### src/rtl/arith_bus_pkg.sv
// Shared constants for the divide-peripheral bus master: FSM encodings, register map,
// and the operand-byte selector used while writing the request registers.
package arith_bus_pkg;

  localparam logic [2:0] ST_IDLE  = 3'd0;
  localparam logic [2:0] ST_WRITE = 3'd1;
  localparam logic [2:0] ST_WAIT  = 3'd2;
  localparam logic [2:0] ST_READ  = 3'd3;
  localparam logic [2:0] ST_RESP  = 3'd4;

  localparam logic [2:0] REG_NUMER_LO = 3'h0;
  localparam logic [2:0] REG_NUMER_HI = 3'h1;
  localparam logic [2:0] REG_DENOM_LO = 3'h2;
  localparam logic [2:0] REG_DENOM_HI = 3'h3;
  localparam logic [2:0] REG_QUOT_LO  = 3'h4;
  localparam logic [2:0] REG_QUOT_HI  = 3'h5;
  localparam logic [2:0] REG_REM_LO   = 3'h6;
  localparam logic [2:0] REG_REM_HI   = 3'h7;

  // Byte of the latched request that belongs in a given operand register.
  function automatic logic [7:0] write_byte(input logic [15:0] numer,
                                            input logic [15:0] denom,
                                            input logic [2:0]  addr);
    case (addr)
      REG_NUMER_LO: write_byte = numer[7:0];
      REG_NUMER_HI: write_byte = numer[15:8];
      REG_DENOM_LO: write_byte = denom[7:0];
      REG_DENOM_HI: write_byte = denom[15:8];
      default:      write_byte = 8'h00;
    endcase
  endfunction

endpackage

### src/rtl/arith_bus_master.sv
// Bus initiator for the memory-mapped divider: writes numer/denom bytes, waits the unit
// latency, reads quotient/remainder bytes and hands the result back over valid/ready.
module arith_bus_master
  import arith_bus_pkg::*;
#(
  parameter int OPER_W        = 16,
  parameter int LATENCY       = 18,
  parameter int ACCESS_CYCLES = 2
) (
  input  logic              clk,
  input  logic              reset,
  input  logic              req_valid,
  output logic              req_ready,
  input  logic [OPER_W-1:0] req_numer,
  input  logic [OPER_W-1:0] req_denom,
  output logic              rsp_valid,
  input  logic              rsp_ready,
  output logic [OPER_W-1:0] rsp_quotient,
  output logic [OPER_W-1:0] rsp_remain,
  output logic              busy,
  output logic              bus_cs,
  output logic              bus_rwb,
  output logic [2:0]        bus_addr,
  output logic [7:0]        bus_wdata,
  input  logic [7:0]        bus_rdata
);

  localparam int ACC_W  = (ACCESS_CYCLES > 1) ? $clog2(ACCESS_CYCLES) : 1;
  localparam int WAIT_W = (LATENCY > 0) ? $clog2(LATENCY + 1) : 1;
  localparam logic [ACC_W-1:0]  ACC_LAST  = ACC_W'(ACCESS_CYCLES - 1);
  localparam logic [WAIT_W-1:0] WAIT_LAST = WAIT_W'((LATENCY > 0) ? LATENCY - 1 : 0);

  logic [2:0]        state;
  logic [1:0]        beat;
  logic [ACC_W-1:0]  acc_cnt;
  logic [WAIT_W-1:0] wait_cnt;
  logic [OPER_W-1:0] numer;
  logic [OPER_W-1:0] denom;

  logic [1:0] next_beat;
  logic       beat_done;
  logic [2:0] next_wr_addr;
  logic [2:0] next_rd_addr;

  // Handshakes: a transfer happens on a rising clk edge where valid and ready are both
  // high; rsp_valid and the result stay put until that edge, request inputs matter only then.
  assign req_ready    = (state == ST_IDLE);
  assign busy         = (state != ST_IDLE);
  assign next_beat    = beat + 2'd1;
  assign beat_done    = (acc_cnt == ACC_LAST);
  assign next_wr_addr = REG_NUMER_LO + {1'b0, next_beat};
  assign next_rd_addr = REG_QUOT_LO + {1'b0, next_beat};

  always_ff @(posedge clk) begin
    if (reset) begin
      state        <= ST_IDLE;
      beat         <= '0;
      acc_cnt      <= '0;
      wait_cnt     <= '0;
      numer        <= '0;
      denom        <= '0;
      rsp_valid    <= 1'b0;
      rsp_quotient <= '0;
      rsp_remain   <= '0;
      bus_cs       <= 1'b0;
      bus_rwb      <= 1'b1;
      bus_addr     <= 3'd0;
      bus_wdata    <= 8'h00;
    end else begin
      case (state)
        ST_IDLE: begin
          if (req_valid) begin
            numer     <= req_numer;
            denom     <= req_denom;
            state     <= ST_WRITE;
            beat      <= '0;
            acc_cnt   <= '0;
            bus_cs    <= 1'b1;
            bus_rwb   <= 1'b0;
            bus_addr  <= REG_NUMER_LO;
            bus_wdata <= write_byte(req_numer, req_denom, REG_NUMER_LO);
          end
        end
        ST_WRITE: begin
          if (beat_done) begin
            acc_cnt <= '0;
            if (beat == 2'd3) begin
              beat    <= '0;
              bus_rwb <= 1'b1;
              if (LATENCY > 0) begin
                state    <= ST_WAIT;
                wait_cnt <= '0;
                bus_cs   <= 1'b0;
              end else begin
                // Zero-latency unit: go straight into the first read access.
                state    <= ST_READ;
                bus_addr <= REG_QUOT_LO;
              end
            end else begin
              beat      <= next_beat;
              bus_addr  <= next_wr_addr;
              bus_wdata <= write_byte(numer, denom, next_wr_addr);
            end
          end else begin
            acc_cnt <= acc_cnt + 1'b1;
          end
        end
        ST_WAIT: begin
          if (wait_cnt == WAIT_LAST) begin
            state    <= ST_READ;
            beat     <= '0;
            acc_cnt  <= '0;
            bus_cs   <= 1'b1;
            bus_rwb  <= 1'b1;
            bus_addr <= REG_QUOT_LO;
          end else begin
            wait_cnt <= wait_cnt + 1'b1;
          end
        end
        ST_READ: begin
          if (beat_done) begin
            // Sample on the last cycle of the access so the peripheral has settled.
            case (bus_addr)
              REG_QUOT_LO: rsp_quotient[7:0]  <= bus_rdata;
              REG_QUOT_HI: rsp_quotient[15:8] <= bus_rdata;
              REG_REM_LO:  rsp_remain[7:0]    <= bus_rdata;
              REG_REM_HI:  rsp_remain[15:8]   <= bus_rdata;
              default: ;
            endcase
            acc_cnt <= '0;
            if (beat == 2'd3) begin
              state     <= ST_RESP;
              beat      <= '0;
              bus_cs    <= 1'b0;
              rsp_valid <= 1'b1;
            end else begin
              beat     <= next_beat;
              bus_addr <= next_rd_addr;
            end
          end else begin
            acc_cnt <= acc_cnt + 1'b1;
          end
        end
        ST_RESP: begin
          if (rsp_ready) begin
            state     <= ST_IDLE;
            rsp_valid <= 1'b0;
          end
        end
        default: begin
          state     <= ST_IDLE;
          bus_cs    <= 1'b0;
          bus_rwb   <= 1'b1;
          rsp_valid <= 1'b0;
        end
      endcase
    end
  end

endmodule

### config.mk
export PLATFORM = sky130hd
export DESIGN_NAME = arith_bus_master
export DESIGN_NICKNAME = d
export VERILOG_FILES = /design/src/rtl/arith_bus_pkg.sv /design/src/rtl/arith_bus_master.sv
export SDC_FILE = /design/constraint.sdc
export NUM_CORES = 1
export LEC_CHECK = 0
export ABC_CLOCK_PERIOD_IN_PS = 3400
export BUFFER_PORTS_ARGS = -buffer_cell sky130_fd_sc_hd__buf_2
export CAP_MARGIN = 15
export CORE_UTILIZATION = 25
export CTS_BUF_LIST = sky130_fd_sc_hd__clkbuf_4
export DETAILED_ROUTE_END_ITERATION = 10
export HOLD_SLACK_MARGIN = 0.05
export SLEW_MARGIN = 40
export SYNTH_ARGS = -nofsm -noshare
export SYNTH_HDL_FRONTEND = slang
export SYNTH_SLANG_ARGS = --single-unit
### constraint.sdc
create_clock -name clk -period 3.4 [get_ports clk]
set_input_delay 0.17 -clock clk [delete_from_list [all_inputs] [get_ports clk]]
set_output_delay 0.17 -clock clk [all_outputs]
set_load 0.03 [all_outputs]
==> impl_metrics.py <==
metrics = {
    "outcome": {
        "outcome": "finished, final reports clean",
    },
    "power_and_ir_drop": {
        "power_frac_comb": 0.120,
        "power.switching_w": 0.000546,
        "p_int_w": 0.00143,
        "p_sw_frac": 0.277,
        "clockPowerShare": 0.319,
        "ir_drop_mv": 0.224,
        "pwr-share-seq": 0.561,
        "p_leak_nw": 2.00,
        "p_per_area_mw_per_mm2": 403,
    },
    "sta": {
        "setup_viol": 0,
        "relSlewSlack": 0.474,
        "fmax_ghz": 0.448,
        "worst_slack_ps": 1170,
        "min_period_over_period": 0.656,
        "slew_viol_final": 0,
        "fin_crit_ps": 2230,
        "rsz0062_at_grt": "no",
        "hold_violations": 0,
        "skew_ps": 23.5,
        "tns_ps": 0,
        "worst_pin_slew_ps": 784,
    },
    "place": {
        "gp_congestion": 0.788,
        "pre_cts_slack_ps": 1150,
        "io_buffer_count": 91,
        "dp_hpwl_um": 6740,
    },
    "detailed_routing": {
        "via_per_inst": 4.64,
        "drcViolationCount": 0,
        "ant_nets": 0,
        "num_vias": 3366,
        "drtPass1Iterations": 4,
        "drtIter0Drc": 204,
        "wl_um": 9850,
        "drt-wirelength-per-cell_um": 13.6,
    },
    "logic_synthesis": {
        "yosysTopAreaCell": "dfxtp_1",
        "ys_top_cells_by_area": "dfxtp_1, mux2i_1, nand2_1",
        "synth-main-ff-cell": "dfxtp_1",
        "synth-seq-area-share": 0.477,
        "ys_types": 45,
        "syn_nets": 469,
        "synthesis.area_sq_mm": 0.00373,
        "synth_edf_count": 0,
        "syn-instance-count": 418,
        "ys_warn_count": 0,
        "yosysTopAreaCellShare": 0.477,
        "yosys_register_bits": 89,
        "avgSynthCellArea_sq_um": 8.93,
        "synthArstFlopShare": 0,
    },
    "clock_tree": {
        "ctsHtreeMaxLevel": 3,
        "cts_sinks": 89,
        "clockBufferDepth": 2,
        "cts_tree": "yes",
        "clk_pin_slew_ps": 150,
        "postCtsResizedCells": 0,
        "cts_setup_buffers": 0,
        "cts_root_buffer": "clkbuf_4",
        "numCtsBuffers": 9,
        "clock_latency_ps": 470,
        "cts_hold_buf": 41,
    },
    "worst_setup_path": {
        "worst_path_max_delay_cell": "dfxtp_1",
        "crit_family": "simple AND/OR/NAND/NOR gates",
        "slowest_delay_ps": 770,
        "worstPathArrival_ps": 2580,
        "worstSetupPathType": "register to register",
        "cp-end-kind": "register",
        "cp-start-kind": "register",
        "crit_fanout": 17,
        "required_ps": 3750,
        "cp_num_buf_inv": 0,
        "crit_chain": "nand2_1 > or4_1 > mux2i_1 > nor2_1",
    },
    "min_path": {
        "hp-class": "input pin to register",
    },
    "global_route": {
        "grt_pass1_wl_um": 16500,
        "grt_pass1_vias": 3319,
        "track_usage": 0.133,
        "grt_max_degree": 51,
        "antenna_found_initial": 0,
        "grt_overflow": 0,
    },
    "die": {
        "die_area_sq_mm": 0.0154,
        "num_rows": 44,
        "core_region_area_sq_mm": 0.0145,
        "num_io_pins": 92,
        "initial_core_util": 0.257,
        "die_y_um": 124,
        "die_w_um": 124,
    },
    "finish": {
        "drive_gt1_frac": 0.222,
        "multi_input_area_sq_mm": 0.00180,
        "synthToLayoutAreaGrowth_pct": 31.0,
        "final.fill_count": 1527,
        "final_util": 0.337,
        "regArea_sq_mm": 0.00178,
        "antenna_cells": 0,
        "layout.nets": 587,
    },
    "flow_run": {
        "maxCapViolCount": 0,
    },
}
==> area by class of cell <==
| cell class | count | area share |
|---|---|---|
| timing repair buffer | 136 | 0.184 |
| tap | 184 | 0.0471 |
| clock buffer | 10 | 0.0153 |
| inverter | 9 | 0.00691 |
| multi-input combinational | 291 | 0.368 |
| sequential | 89 | 0.364 |
| clock inverter | 6 | 0.0148 |
==> cells in the mapped netlist, types with 2 or more instances <==
| master | n |
|---|---|
| buf_2 | 5 |
| inv_1 | 8 |
| o22ai_1 | 2 |
| nand2_1 | 69 |
| dfxtp_1 | 89 |
| or3_1 | 3 |
| nor3_1 | 3 |
| a22oi_1 | 16 |
| a21oi_1 | 44 |
| o21ai_0 | 14 |
| nand3b_1 | 4 |
| nor3b_1 | 2 |
| nand3_1 | 11 |
| nand2b_1 | 3 |
| nor2_1 | 41 |
| clkbuf_1 | 20 |
| a21o_1 | 2 |
| o2bb2ai_1 | 8 |
| buf_1 | 2 |
| nor4_1 | 2 |
| mux2i_1 | 32 |
| a211oi_1 | 5 |
| nor4_4 | 3 |
| ha_1 | 7 |
| nor2b_1 | 3 |
==> kinds of logic after synthesis <==
group           Yosys count  synth area share
simple gates            153             0.206
compound gates           97             0.160
flops                    89             0.477
buf+inv                  38            0.0429
mux                      32            0.0858
fa+ha+maj                 7            0.0235
xor+xnor                  2           0.00469
==> through the flow <==
| stage | power (W) | instance area [sq um] | hold slack [ps] | cells |
|---|---|---|---|---|
| floorplan | 0.00125 | 3730 | 306 | 418 |
| global placement | 0.00133 | 4330 | 417 | 668 |
| detailed placement | 0.00133 | 4330 | 423 | 668 |
| CTS | 0.00200 | 4890 | 118 | 725 |
| global route | 0.00208 | 4890 | 142 | 725 |
| finish | 0.00197 | 4890 | 156 | 725 |
==> registers in the layout, indices dropped and copies added, names as in the netlist <==
name / cells
rsp_remain: 16
beat: 2
denom: 16
bus_rwb: 1
rsp_quotient: 16
state: 3
bus_wdata: 8
numer: 16
acc_cnt: 1
rsp_valid: 1
wait_cnt: 5
bus_addr: 3
bus_cs: 1
==> path summary, 6_finish.rpt <==
check                           startpoint             end  slack (ps)  depth (start not counted)
worst max-delay path              state[1]  rsp_remain[12]        1170                          4
worst max register to register    state[1]  rsp_remain[12]        1170                          4
worst min-delay path                 reset     wait_cnt[1]         160                          2
worst min register to register    numer[7]        numer[7]         470                          2
==> per-layer routing <==
layer / vias to the layer above / track usage / share of wire
met5: - / 0 / 0
met4: 0 / 0.0347 / 0.012
met3: 12 / 0.0474 / 0.076
met2: 107 / 0.215 / 0.46
met1: 1557 / 0.165 / 0.45
li1: 1690 / - / -
==> cells in the final DEF, fill, tap and decap left out, types with 3 or more instances in the layout <==
master         instances
buf_2                 90
dfxtp_1               89
nand2_1               69
a21oi_1               44
nor2_1                41
dlygate4sd3_1         41
mux2i_1               32
a22oi_1               16
o21ai_0               14
nand3_1               11
clkbuf_4              10
inv_1                  8
o2bb2ai_1              8
ha_1                   7
a211oi_1               5
buf_4                  5
nand3b_1               4
inv_6                  4
nor3_1                 3
nand2b_1               3
nor4_4                 3
nor2b_1                3
or3_1                  3
==> power by group through the flow <==
| stage | logic, W | clock network, W | registers (W) |
|---|---|---|---|
| floorplan | 0.000113 | 0 | 0.00114 |
| global placement | 0.000198 | 0 | 0.00113 |
| detailed placement | 0.000203 | 0 | 0.00113 |
| CTS | 0.000240 | 0.000659 | 0.00111 |
| global route | 0.000263 | 0.000704 | 0.00111 |
| finish | 0.000237 | 0.000629 | 0.00111 |
(Power assumes the default switching activity.)
